--- src/rtl/muldiv_seq_pkg.sv ---
// Shared ALU op codes and muldiv_seq state encoding.
// Used by the combinational ALU and by muldiv_seq.
package muldiv_seq_pkg;

  localparam logic [3:0] ALU_AND   = 4'b0000;
  localparam logic [3:0] ALU_OR    = 4'b0001;
  localparam logic [3:0] ALU_ADD   = 4'b0010;
  localparam logic [3:0] ALU_MINUS = 4'b0110;
  localparam logic [3:0] ALU_MUL   = 4'b0011;
  localparam logic [3:0] ALU_DIV   = 4'b0100;

  typedef enum logic [1:0] {
    StIdle = 2'd0,
    StRun  = 2'd1,
    StDone = 2'd2
  } state_e;

endpackage

--- src/rtl/muldiv_seq_if.sv ---
// Issue/result bundle between the execute stage (master) and muldiv_seq (slave).
interface muldiv_seq_if #(
  parameter int unsigned WIDTH = 32
);
  logic             start;
  logic [3:0]       aluCtr;
  logic [WIDTH-1:0] A;
  logic [WIDTH-1:0] B;
  logic             busy;
  logic             done;
  logic [WIDTH-1:0] out;
  logic [WIDTH-1:0] hi;
  logic             div_zero;

  modport master (
    output start, aluCtr, A, B,
    input  busy, done, out, hi, div_zero
  );

  modport slave (
    input  start, aluCtr, A, B,
    output busy, done, out, hi, div_zero
  );
endinterface

--- src/rtl/muldiv_datapath.sv ---
// Shared shift-add multiply / restoring divide datapath, one bit per step.
// hi_r holds the partial high product or the remainder; lo_r the multiplier or quotient.
module muldiv_datapath #(
  parameter int unsigned WIDTH = 32
) (
  input  logic             clk,
  input  logic             reset,
  input  logic             load,
  input  logic             step,
  input  logic             op_div,
  input  logic [WIDTH-1:0] a,
  input  logic [WIDTH-1:0] b,
  output logic [WIDTH-1:0] nxt_lo,
  output logic [WIDTH-1:0] nxt_hi
);

  logic [WIDTH:0]   hi_q, hi_d;
  logic [WIDTH-1:0] lo_q, lo_d, b_q;
  logic [WIDTH:0]   sum, shifted, trial;

  always_comb begin
    sum     = hi_q + (lo_q[0] ? {1'b0, b_q} : '0);
    shifted = {hi_q[WIDTH-1:0], lo_q[WIDTH-1]};
    trial   = shifted - {1'b0, b_q};
    hi_d    = {1'b0, sum[WIDTH:1]};
    lo_d    = {sum[0], lo_q[WIDTH-1:1]};
    if (op_div) begin
      // Negative trial (top bit set) means restore the shifted remainder.
      if (!trial[WIDTH]) begin
        hi_d = trial;
        lo_d = {lo_q[WIDTH-2:0], 1'b1};
      end else begin
        hi_d = shifted;
        lo_d = {lo_q[WIDTH-2:0], 1'b0};
      end
    end
  end

  assign nxt_lo = lo_d;
  assign nxt_hi = hi_d[WIDTH-1:0];

  always_ff @(posedge clk) begin
    if (reset) begin
      hi_q <= '0;
      lo_q <= '0;
      b_q  <= '0;
    end else if (load) begin
      hi_q <= '0;
      lo_q <= a;
      b_q  <= b;
    end else if (step) begin
      hi_q <= hi_d;
      lo_q <= lo_d;
    end
  end

endmodule

--- src/rtl/muldiv_seq.sv ---
// Multi-cycle unsigned multiply/divide unit beside the single-cycle ALU.
// Results are registered on completion and held until the next completion or reset.
module muldiv_seq
  import muldiv_seq_pkg::*;
#(
  parameter int unsigned WIDTH    = 32,
  parameter logic [3:0]  MUL_CODE = ALU_MUL,
  parameter logic [3:0]  DIV_CODE = ALU_DIV
) (
  input logic         clk,
  input logic         reset,
  muldiv_seq_if.slave bus
);

  localparam int unsigned CntW = $clog2(WIDTH);

  state_e           state_q, state_d;
  logic [CntW-1:0]  cnt_q;
  logic             op_div_q;
  logic [WIDTH-1:0] out_q, hi_q;
  logic             div_zero_q;

  logic             is_mul, is_div, b_zero, accept, div0, last;
  logic             load, step, busy, done;
  logic [WIDTH-1:0] nxt_lo, nxt_hi;

  assign is_mul = (bus.aluCtr == MUL_CODE);
  assign is_div = (bus.aluCtr == DIV_CODE);
  assign b_zero = (bus.B == '0);
  assign accept = (state_q == StIdle) && bus.start && (is_mul || is_div);
  assign div0   = accept && is_div && b_zero;
  assign last   = (cnt_q == CntW'(WIDTH - 1));

  always_ff @(posedge clk) begin
    if (reset) begin
      state_q <= StIdle;
    end else begin
      state_q <= state_d;
    end
  end

  always_comb begin
    state_d = state_q;
    unique case (state_q)
      StIdle: if (accept) state_d = div0 ? StDone : StRun;
      StRun:  if (last) state_d = StDone;
      StDone: state_d = StIdle;
      default: state_d = StIdle;
    endcase
  end

  always_comb begin
    busy = (state_q == StRun);
    done = (state_q == StDone);
    load = accept && !div0;
    step = busy;
  end

  always_ff @(posedge clk) begin
    if (reset) begin
      cnt_q      <= '0;
      op_div_q   <= 1'b0;
      out_q      <= '0;
      hi_q       <= '0;
      div_zero_q <= 1'b0;
    end else begin
      if (load) begin
        cnt_q    <= '0;
        op_div_q <= is_div;
      end else if (step) begin
        cnt_q <= cnt_q + CntW'(1);
      end
      if (accept) div_zero_q <= div0;
      // The last step's result is taken straight from the datapath's next value.
      if (div0) begin
        out_q <= '1;
        hi_q  <= bus.A;
      end else if (step && last) begin
        out_q <= nxt_lo;
        hi_q  <= nxt_hi;
      end
    end
  end

  muldiv_datapath #(
    .WIDTH(WIDTH)
  ) u_datapath (
    .clk    (clk),
    .reset  (reset),
    .load   (load),
    .step   (step),
    .op_div (op_div_q),
    .a      (bus.A),
    .b      (bus.B),
    .nxt_lo (nxt_lo),
    .nxt_hi (nxt_hi)
  );

  assign bus.busy     = busy;
  assign bus.done     = done;
  assign bus.out      = out_q;
  assign bus.hi       = hi_q;
  assign bus.div_zero = div_zero_q;

endmodule

--- src/flat_wrapper.sv ---
// flat-port wrapper written by rule: the top's interface ports become plain ports
module muldiv_seq_flat import muldiv_seq_pkg::*;
#(
  parameter int unsigned WIDTH    = 32,
  parameter logic [3:0]  MUL_CODE = ALU_MUL,
  parameter logic [3:0]  DIV_CODE = ALU_DIV
)
  (clk, reset, bus_start, bus_aluCtr, bus_A, bus_B, bus_busy, bus_done, bus_out, bus_hi, bus_div_zero);
  muldiv_seq_if #(.WIDTH(WIDTH)) bus_i ();
  input logic clk;
  input logic reset;
  input wire logic [$bits(bus_i.start)-1:0] bus_start;
  input wire logic [$bits(bus_i.aluCtr)-1:0] bus_aluCtr;
  input wire logic [$bits(bus_i.A)-1:0] bus_A;
  input wire logic [$bits(bus_i.B)-1:0] bus_B;
  output wire logic [$bits(bus_i.busy)-1:0] bus_busy;
  output wire logic [$bits(bus_i.done)-1:0] bus_done;
  output wire logic [$bits(bus_i.out)-1:0] bus_out;
  output wire logic [$bits(bus_i.hi)-1:0] bus_hi;
  output wire logic [$bits(bus_i.div_zero)-1:0] bus_div_zero;
  assign bus_i.start = bus_start;
  assign bus_i.aluCtr = bus_aluCtr;
  assign bus_i.A = bus_A;
  assign bus_i.B = bus_B;
  assign bus_busy = bus_i.busy;
  assign bus_done = bus_i.done;
  assign bus_out = bus_i.out;
  assign bus_hi = bus_i.hi;
  assign bus_div_zero = bus_i.div_zero;
  muldiv_seq #(.WIDTH(WIDTH), .MUL_CODE(MUL_CODE), .DIV_CODE(DIV_CODE)) u_core (.clk(clk), .reset(reset), .bus(bus_i));
endmodule
--- config.mk ---
export PLATFORM = sky130hd
export DESIGN_NAME = muldiv_seq_flat
export DESIGN_NICKNAME = d
export VERILOG_FILES = /design/src/rtl/muldiv_seq_pkg.sv /design/src/rtl/muldiv_seq_if.sv /design/src/rtl/muldiv_datapath.sv /design/src/rtl/muldiv_seq.sv /design/src/flat_wrapper.sv
export SDC_FILE = /design/constraint.sdc
export NUM_CORES = 1
export LEC_CHECK = 0
export BUFFER_PORTS_ARGS = -buffer_cell sky130_fd_sc_hd__buf_2
export CORE_ASPECT_RATIO = 1.4
export CORE_MARGIN = 1
export CORE_UTILIZATION = 40
export DETAILED_ROUTE_END_ITERATION = 16
export PLACE_DENSITY_LB_ADDON = 0.3
export SLEW_MARGIN = 40
export SYNTH_ARGS = -nofsm -noshare
export SYNTH_HDL_FRONTEND = slang
export SYNTH_SLANG_ARGS = --single-unit
--- constraint.sdc ---
create_clock -name clk -period 11.9 [get_ports clk]
set_input_delay 2.38 -clock clk [delete_from_list [all_inputs] [get_ports clk]]
set_output_delay 2.38 -clock clk [all_outputs]
set_load 0.05 [all_outputs]
==> reports/qor.yml <==
period_share_pct: 48.0
switchingPower_w: 0.000446
final-hold-violation-count: 0
synth.avg_cell_area_um2: 7.37
clock_skew_ns: 0.00957
htree_levels: 4
wl_per_cell_um: 17.6
ys_seq_area_share_pct: 30.0
peakVddDrop_mv: 0.104
grt_setup_unrepaired: "no"
die_y_um: 201
slew_headroom_pct: 38.8
placed_cells: 1951
instances_no_fill: 1982
switching_share_pct: 31.8
start_util_pct: 40.8
tritoncts: "built"
grt_overflow_total: 0
hold_buffers: 0
pre_cts_ws_ns: 5.61
total_power_w: 0.00140
start_kind: "input port"
dr.first_iter.drc_count: 616
area_growth_pct: 12.4
cts_buffer_depth: 2
synth-seq-cells: 170
clock-root-buffer: "clkbuf_16"
rows: 72
antenna_found_initial: 0
core_um2: 27700
syn-num-nets: 1678
cp.arrival_ns: 6.10
die_w_um: 144
grt.busiest_layer: "met2"
hp-class: "reg2reg"
power.share.sequential_pct: 42.4
grt_util_met2_pct: 40.3
drc: 0
drt_wl_total_um: 34900
syn_inst: 1538
crit_required_ns: 12.28
slew_viol_final: 0
ios: 138
cts_resized: 0
final_cell_mix: "nand2_1 (255), a21oi_1 (211), dfxtp_1 (168)"
status: "complete, no violations"
via_per_inst: 5.68
whs_ns: 0.464
dominantRegCellSynth: "dfxtp_1"
pwr-share-comb_pct: 20.2
netlist_area_um2: 11300
yosys_warnings: 0
groute.layer.met3.usage_pct: 3.17
grt_max_degree: 87
clock_sinks: 170
grt_pass1_vias: 10700
clk_latency_ns: 0.44
die_area_um2: 29000
cts_made_buffers: 17
setup_ws_ns: 6.18
synth_cell_type_count: 70
grtUsageMet1_pct: 32.4
diodes: 0
drt_pass1_iterations: 6
p_per_area_nw_per_um2: 110
tns_ns: 0
antenna_left: 0
portBuffers: 137
setup_viol: 0
endpoint_kind: "register"
nNetsFinal: 1740
fin_crit_ns: 5.72
postCtsSetupRepairBufs: 0
max_freq_ghz: 0.175
path_max_fanout: 66
critPathKind: "in2reg"
globalplace.congestion: 0.900
clkTransAtPathRegs_ns: 0.07
drive_above_1_share_pct: 12.9
synth_edf_count: 0
maxCapViolCount: 0
grt_usage_pct: 24.7
p_int_w: 0.000956
dpl.hpwl_um: 25800
grt_pass1_wl_um: 56400
synthArstFlopShare_pct: 0
clockPowerShare_pct: 37.4
dr_total_vias: 11300
worstMarginPinSlew_ns: 0.895
mostFrequentLayoutCell: "nand2_1"
leakagePower_nw: 5.12
synth_stat cells (all sizes together), types with 19 or more instances:
library cell / number / area [um^2]
ha: 67 / 838
a21o: 25 / 188
xor2: 22 / 193
a211oi: 36 / 275
nand2: 256 / 961
xnor2: 27 / 236
o21ai: 95 / 479
nand4: 19 / 119
a21oi: 211 / 1060
inv: 53 / 199
nand3: 31 / 155
nor2: 114 / 428
mux2i: 43 / 430
nor3: 23 / 120
clkbuf: 90 / 338
and2: 36 / 228
o211ai: 43 / 323
dfxtp: 170 / 3400
metal layers:
layer,wire length (um),up-vias
met5,0,-
met3,1680,60
met2,16500,300
met1,15500,5305
met4,1260,0
li1,-,5597
through the flow:
stage / instance area, um^2 / utilization, %
5_1_grt: 12700 / 45.9
3_5_place_dp: 12200 / 44.0
6_report: 12700 / 45.9
4_1_cts: 12700 / 45.9
2_1_floorplan: 11300 / -
3_3_place_gp: 12200 / 43.9
final timing paths:
check                                          startpoint                                 endpoint  slack, ns  depth (start not counted)
setup / recovery                                bus_B[17]  u_core.u_datapath.hi_q[28]$_SDFFE_PP0P_       6.18                         11
hold / removal               u_core.cnt_q[4]$_SDFFE_PP0P_             u_core.cnt_q[4]$_SDFFE_PP0P_       0.46                          2
setup reg to reg  u_core.u_datapath.lo_q[31]$_SDFFE_PP0P_           u_core.bus.hi[26]$_SDFFE_PP0P_       6.57                         19
hold reg to reg              u_core.cnt_q[4]$_SDFFE_PP0P_             u_core.cnt_q[4]$_SDFFE_PP0P_       0.46                          2
state kept, by name, summed over array words and instances, names as in the netlist:
name,cells
u_core.u_datapath.b_q,32
u_core.bus.div_zero,1
u_core.state_q,2
u_core.u_datapath.hi_q,33
u_core.bus.out,32
u_core.bus.hi,32
u_core.u_datapath.lo_q,32
u_core.cnt_q,5
u_core.op_div_q,1
power by group through the flow:
stage | Combinational, W | Clock [W] | Sequential, W
2_1_floorplan | 0.000204 | 0 | 0.000600
3_3_place_gp | 0.000279 | 0 | 0.000607
3_5_place_dp | 0.000280 | 0 | 0.000607
4_1_cts | 0.000283 | 0.000534 | 0.000594
5_1_grt | 0.000314 | 0.000556 | 0.000596
6_report | 0.000283 | 0.000525 | 0.000594
worst max-delay path, stage by stage:
cell and delay, ns:
buf_2 0.10, nor4_1 0.44, nand4_1 0.41, or3_2 0.56, buf_4 0.33, and3_2 0.30, buf_4 0.34, nor2_1 0.57
nand2_1 0.28, nor3_1 0.22, a31o_1 0.12
cells by family (layout without fill, tap and decap cells):
| logic type | after synthesis | after routing | synth area share (%) |
|---|---|---|---|
| XOR/XNOR | 49 | 49 | 3.79 |
| multiplexers | 49 | 49 | 4.39 |
| AO/OA/AOI/OAI | 507 | 507 | 27.7 |
| AND/OR/NAND/NOR | 534 | 534 | 21.0 |
| flip-flops | 170 | 170 | 30.0 |
| adder cells (fa/ha/maj) | 69 | 69 | 7.75 |
| buffers and inverters | 160 | 234 | 5.34 |
layout make-up:
cell class,count,area [um^2]
fillers,2910,15000
multi-input cells,1208,7340
flip-flops and latches,170,3410
repair buffers,150,790
well taps,370,463
clock buffers,19,443
inverters,53,199
clock inverters,12,92.6
(Power assumes the default switching activity.)
